`src/rtl/mmcm_servo_pkg.sv`:
```
// Shared types and default constants for the MMCM phase-servo blocks.
// Used by mmcm_ps_sequencer and its ps_interval_timer helper.
package mmcm_servo_pkg;

   localparam int DEFAULT_BIT_DEPTH    = 32;
   localparam int DEFAULT_DONE_TIMEOUT = 64;

   typedef enum logic [1:0] {
      IDLE      = 2'd0,
      COUNT     = 2'd1,
      ISSUE     = 2'd2,
      WAIT_DONE = 2'd3
   } ps_seq_state_t;

endpackage

```
`src/rtl/ps_interval_timer.sv`:
```
// Loadable down-counter with a zero flag.
// Holds at zero; a load takes priority over a decrement.
module ps_interval_timer #(
   parameter int W = 32
) (
   input  logic         clk,
   input  logic         reset,
   input  logic         load,
   input  logic         dec,
   input  logic [W-1:0] load_val,
   output logic         zero
);

   logic [W-1:0] cnt;

   always_ff @(posedge clk) begin
      if (reset) begin
         cnt <= '0;
      end else if (load) begin
         cnt <= load_val;
      end else if (dec && (cnt != '0)) begin
         cnt <= cnt - W'(1);
      end
   end

   assign zero = (cnt == '0);

endmodule

```
`src/rtl/mmcm_ps_sequencer.sv`:
```
// Turns the servo step interval/direction into MMCM psen/psincdec/psdone handshakes.
// Optional psdone watchdog enabled by defining MMCM_PS_TIMEOUT_EN.
module mmcm_ps_sequencer
   import mmcm_servo_pkg::*;
#(
   parameter int BIT_DEPTH    = DEFAULT_BIT_DEPTH,
   parameter int DONE_TIMEOUT = DEFAULT_DONE_TIMEOUT
) (
   input  logic                        psclk,
   input  logic                        reset,
   input  logic                        enable,
   input  logic [BIT_DEPTH-1:0]        interval,
   input  logic                        incdec,
   input  logic                        psdone,
   output logic                        psen,
   output logic                        psincdec,
   output logic                        busy,
   output logic signed [BIT_DEPTH-1:0] net_steps,
   output logic                        stray_done,
   output logic                        timeout_err
);

   localparam logic signed [BIT_DEPTH-1:0] NET_MAX = {1'b0, {(BIT_DEPTH-1){1'b1}}};
   localparam logic signed [BIT_DEPTH-1:0] NET_MIN = {1'b1, {(BIT_DEPTH-1){1'b0}}};
   localparam logic signed [BIT_DEPTH-1:0] NET_ONE = {{(BIT_DEPTH-1){1'b0}}, 1'b1};

   ps_seq_state_t state, state_nxt;

   logic cnt_load;
   logic cnt_dec;
   logic cnt_zero;
   logic latch_dir;
   logic step_done;
   logic stray;

   function automatic logic signed [BIT_DEPTH-1:0] sat_step(
      input logic signed [BIT_DEPTH-1:0] cur,
      input logic                        up
   );
      if (up) begin
         return (cur == NET_MAX) ? cur : cur + NET_ONE;
      end
      return (cur == NET_MIN) ? cur : cur - NET_ONE;
   endfunction

   ps_interval_timer #(
      .W (BIT_DEPTH)
   ) u_cnt (
      .clk      (psclk),
      .reset    (reset),
      .load     (cnt_load),
      .dec      (cnt_dec),
      .load_val (interval),
      .zero     (cnt_zero)
   );

`ifdef MMCM_PS_TIMEOUT_EN
   localparam int WD_W = $clog2(DONE_TIMEOUT) + 1;

   logic wd_load;
   logic wd_dec;
   logic wd_zero;
   logic wd_expired;

   // Loaded with DONE_TIMEOUT-1 so WAIT_DONE lasts at most DONE_TIMEOUT cycles.
   ps_interval_timer #(
      .W (WD_W)
   ) u_watchdog (
      .clk      (psclk),
      .reset    (reset),
      .load     (wd_load),
      .dec      (wd_dec),
      .load_val (WD_W'(DONE_TIMEOUT - 1)),
      .zero     (wd_zero)
   );
`endif

   always_ff @(posedge psclk) begin
      if (reset) begin
         state <= IDLE;
      end else begin
         state <= state_nxt;
      end
   end

   always_comb begin
      state_nxt = state;
      cnt_load  = 1'b0;
      cnt_dec   = 1'b0;
      latch_dir = 1'b0;
      step_done = 1'b0;
      stray     = 1'b0;
`ifdef MMCM_PS_TIMEOUT_EN
      wd_load    = 1'b0;
      wd_dec     = 1'b0;
      wd_expired = 1'b0;
`endif
      unique case (state)
         IDLE: begin
            if (enable) begin
               state_nxt = COUNT;
               cnt_load  = 1'b1;
            end
         end
         COUNT: begin
            stray = psdone;
            if (!enable) begin
               state_nxt = IDLE;
            end else if (cnt_zero) begin
               state_nxt = ISSUE;
               latch_dir = 1'b1;
            end else begin
               cnt_dec = 1'b1;
            end
         end
         ISSUE: begin
            stray     = psdone;
            state_nxt = WAIT_DONE;
`ifdef MMCM_PS_TIMEOUT_EN
            wd_load = 1'b1;
`endif
         end
         WAIT_DONE: begin
            // The handshake always completes; enable only picks the next state.
            if (psdone) begin
               step_done = 1'b1;
               state_nxt = enable ? COUNT : IDLE;
               cnt_load  = enable;
            end
`ifdef MMCM_PS_TIMEOUT_EN
            else if (wd_zero) begin
               wd_expired = 1'b1;
               state_nxt  = enable ? COUNT : IDLE;
               cnt_load   = enable;
            end else begin
               wd_dec = 1'b1;
            end
`endif
         end
         default: state_nxt = IDLE;
      endcase
   end

   // psen follows the ISSUE state by one register stage.
   always_ff @(posedge psclk) begin
      if (reset) begin
         psen       <= 1'b0;
         psincdec   <= 1'b0;
         busy       <= 1'b0;
         net_steps  <= '0;
         stray_done <= 1'b0;
      end else begin
         psen <= (state == ISSUE);
         busy <= (state_nxt == ISSUE) || (state_nxt == WAIT_DONE);
         if (latch_dir) begin
            psincdec <= incdec;
         end
         if (step_done) begin
            net_steps <= sat_step(net_steps, psincdec);
         end
         if (stray) begin
            stray_done <= 1'b1;
         end
      end
   end

`ifdef MMCM_PS_TIMEOUT_EN
   always_ff @(posedge psclk) begin
      if (reset) begin
         timeout_err <= 1'b0;
      end else if (wd_expired) begin
         timeout_err <= 1'b1;
      end
   end
`else
   assign timeout_err = 1'b0;
`endif

endmodule

```
`config.mk`:
```
export PLATFORM = sky130hd
export DESIGN_NAME = mmcm_ps_sequencer
export DESIGN_NICKNAME = d
export VERILOG_FILES = /design/src/rtl/mmcm_servo_pkg.sv /design/src/rtl/ps_interval_timer.sv /design/src/rtl/mmcm_ps_sequencer.sv
export SDC_FILE = /design/constraint.sdc
export NUM_CORES = 1
export LEC_CHECK = 0
export CORE_UTILIZATION = 50
export CTS_CLUSTER_SIZE = 30
export DETAILED_ROUTE_END_ITERATION = 16
export PLACE_DENSITY = 0.78
export SLEW_MARGIN = 10
export SYNTH_ARGS = -nofsm -noshare
export SYNTH_HDL_FRONTEND = slang
export SYNTH_SLANG_ARGS = --single-unit
```
`constraint.sdc`:
```
create_clock -name psclk -period 2.88 [get_ports psclk]
set_clock_uncertainty 0.05 [all_clocks]
set_input_delay 0.576 -clock psclk [delete_from_list [all_inputs] [get_ports psclk]]
set_output_delay 0.576 -clock psclk [all_outputs]
set_load 0.05 [all_outputs]
```
==> summary.txt <==
Run status
  – Outcome: finished clean

Yosys
  – Post-synth EDFFs: 0
  – Syn Inst Count: 594
  – Async set or reset register ratio after synthesis: 0%
  – Synth top area share: 28.9%
  – Synth area leaders: dfxtp_1, ha_1, nor2_1, xnor2_1, a211oi_1
  – Top cells by count, synth: nor2_1, dfxtp_1, a21oi_1
  – Yosys cell types: 64
  – Count leader, synth: nor2_1
  – Synth Cell Area: 4850 um^2
  – Warnings from Yosys: 0
  – Syn_nets: 668
  – Syn avg cell area: about 8.2 um^2
  – Leading area contributor after synthesis: dfxtp_1
  – Register bit total from synthesis: 70
  – Seq/Total Area, Yosys: 28.9%
  – Most used DFF post-synth: dfxtp_1

Clocking
  – Clock latency on the worst-skew pair: between 0.3 and 0.4 ns
  – H-tree level count: 3
  – Max Root-Sink Buffers: 2
  – CTS Sinks: 70
  – CTS hold repair buffers: 0
  – CTS Root Cell: clkbuf_8
  – CTS tree: built
  – CTS Buf Count: 9
  – Register clock-pin slew on the reported worst setup and hold paths: 0.07 ns

STA
  – Fmax: around 360 MHz
  – Hold Fails Final Rpt: 0
  – Rel. slew slack: a little over half
  – Setup WS post-layout: 0.133 ns
  – Tmin final: 2.75 ns
  – Slew @ Worst Pin: 0.707 ns
  – Max-slew violations: 0
  – Setup_tns: 0 ns
  – Final setup viols: 0
  – RSZ-0062 raised after global routing: yes
  – Period Utilization, post-route: 95.4%

Floorplan
  – Full die area: 10100 um^2
  – Core area: 9330 um^2
  – # IOs: 74
  – Die X: 101 um
  – Die H: 101 um
  – Initial core utilization: 52.0%
  – # rows: 35

Worst setup path
  – Worst R2R Setup Slack: 0.13 ns
  – Setup CP Type: flop to flop
  – Critical path cell sequence: clkinvlp_4, buf_12, ha_4, nand3_2, or2_4, a211o_1, nand3_2, a21o_1, a31oi_1, nor3_2, xnor2_1, a211oi_1
  – Crit path max fanout: 14
  – Crit-path max cell delay: 0.36 ns
  – Worst Setup End Kind: flop
  – Req. time, crit path: 3.03 ns
  – Critical Path AT: 2.90 ns
  – Slowest stage cell, crit path: dfxtp_4
  – Setup crit start kind: flop
  – CP most frequent cell: nand3_2

GRT
  – Wire length of the first global-routing pass: 21100 um
  – Pin count of the biggest net entering global routing: 64
  – Initial antenna violation count: 0
  – GR Util All Layers: between 20% and 30%
  – Grt ovf: 0
  – Number of global-route vias before repair: around 4500

Hold path
  – Min-delay worst type: flop to flop

Finish
  – Area Overhead vs Synth: 27.6%
  – Reg area: 1410 um^2
  – Share of cells above drive strength 1: 12.6%
  – Fillers: 774
  – Multi-input gate area: 3520 um^2
  – Final #Nets: 741
  – Antenna cells: 0

Route
  – Antenna-violating nets left: 0
  – Detailed-route vias per instance: slightly below 6
  – Routed WL: roughly 13000 um
  – Initial DRC count: 190
  – Vias: around 4700
  – Wirelength per Cell: 16.3 um
  – DRC: 0
  – First drt pass iteration count: 5

Pwr
  – Lkg Pwr: 2.46 nW
  – VDD IR max: about 550 uV
  – Cell area power density: 1020 nW/um^2

Placed design
  – Routability cong.: 0.948
  – Place WS: between 0.07 and 0.08 ns
  – DPL Wire Length: 9360 um
  – IO Port Bufs: 72

Job
  – Max-Cap Viols: 0
==> placed cells by master, fill, tap and decap left out, drive strengths merged, types with 2 or more instances in the layout <==
cell | netlist | final
nor2 | 96 | 96
clkdlybuf4s50 | 0 | 71
dfxtp | 70 | 70
a21oi | 42 | 42
ha | 36 | 36
nand2 | 34 | 34
xnor2 | 30 | 30
a211oi | 30 | 30
xor2 | 22 | 22
o21ai | 21 | 21
a21o | 17 | 17
nor4 | 17 | 17
nand3 | 16 | 16
nor3 | 15 | 15
buf | 4 | 14
inv | 12 | 12
nand4 | 10 | 10
clkbuf | 19 | 10
mux2i | 9 | 9
a311oi | 9 | 9
and3 | 9 | 9
or3 | 9 | 9
nor2b | 7 | 7
a31oi | 7 | 7
nand2b | 6 | 6
a22o | 5 | 5
and2 | 5 | 5
o21a | 4 | 4
a21boi | 3 | 3
a221oi | 3 | 3
or4 | 3 | 3
or3b | 2 | 2
o31ai | 2 | 2
clkinvlp | 0 | 2
a211o | 2 | 2
clkinv | 0 | 2
bufinv | 0 | 2
or2 | 2 | 2
==> report_power, final <==
part           switching (mW)  internal (mW)
logic                    2.08           1.73
clock network           0.390          0.509
registers               0.348           1.26
total                    2.81           3.50
==> registers in the layout, summed over array words and instances (netlist names) <==
name	cells
u_cnt.cnt	32
psen	1
net_steps	32
state	2
psincdec	1
busy	1
stray_done	1
==> stage by stage <==
stage               hold slack [ns]  area [um^2]  power (mW)  instances  util, %
floorplan                     0.414         5100        4.53        594        -
global placement              0.401         5940        5.19        784     63.7
detailed placement            0.409         5940        5.28        784     63.7
CTS                           0.410         6160        6.21        800     66.1
global route                  0.442         6200        6.78        801     66.4
finish                        0.421         6200        6.32        801     66.4
==> final cells by class <==
class / count / share of cell area [%]
Tap cell: 129 / 2.61
Timing Repair Buffer: 85 / 13.5
Inverter: 12 / 0.788
Clock inverter: 6 / 1.35
Clock buffer: 10 / 2.22
Multi-Input combinational cell: 489 / 56.8
Sequential cell: 70 / 22.7
==> cell families after synthesis <==
kind of cell	synth area share [%]
adder cells (fa/ha/maj)	9.69
AO/OA/AOI/OAI	20.8
flip-flops	28.9
XOR/XNOR	9.38
other	0.0772
buffers and inverters	3.99
AND/OR/NAND/NOR	25.3
multiplexers	1.86
==> final timing paths <==
| kind | start | to | depth (start not counted) |
|---|---|---|---|
| setup / recovery | psincdec$_SDFFE_PP0P_ | net_steps[29]$_SDFFE_PP0P_ | 12 |
| hold / removal | stray_done$_SDFFE_PP0P_ | stray_done$_SDFFE_PP0P_ | 2 |
| setup reg to reg | psincdec$_SDFFE_PP0P_ | net_steps[29]$_SDFFE_PP0P_ | 12 |
| hold reg to reg | stray_done$_SDFFE_PP0P_ | stray_done$_SDFFE_PP0P_ | 2 |
==> critical path: cells and delay by family (launching register included) <==
family	cells	cell delay [ns]
XOR/XNOR	1	0.14
buffers and inverters	2	0.33
adder cells (fa/ha/maj)	1	0.32
flip-flops	1	0.36
AND/OR/NAND/NOR	4	0.64
AO/OA/AOI/OAI	4	0.73
==> routing by layer <==
layer,wire length [um],global-route usage (%),up-vias
met5,0,0,-
met4,349,10.3,0
met2,6150,43.7,140
met3,666,5.13,36
met1,5890,33.4,2210
li1,-,-,2316
==> timing repair <==
item | in CTS | in global routing
buffers inserted | 0 | 1
gates resized for setup | 0 | 8
endpoints found under the setup margin | 0 | 14
(Power assumes the default switching activity.)
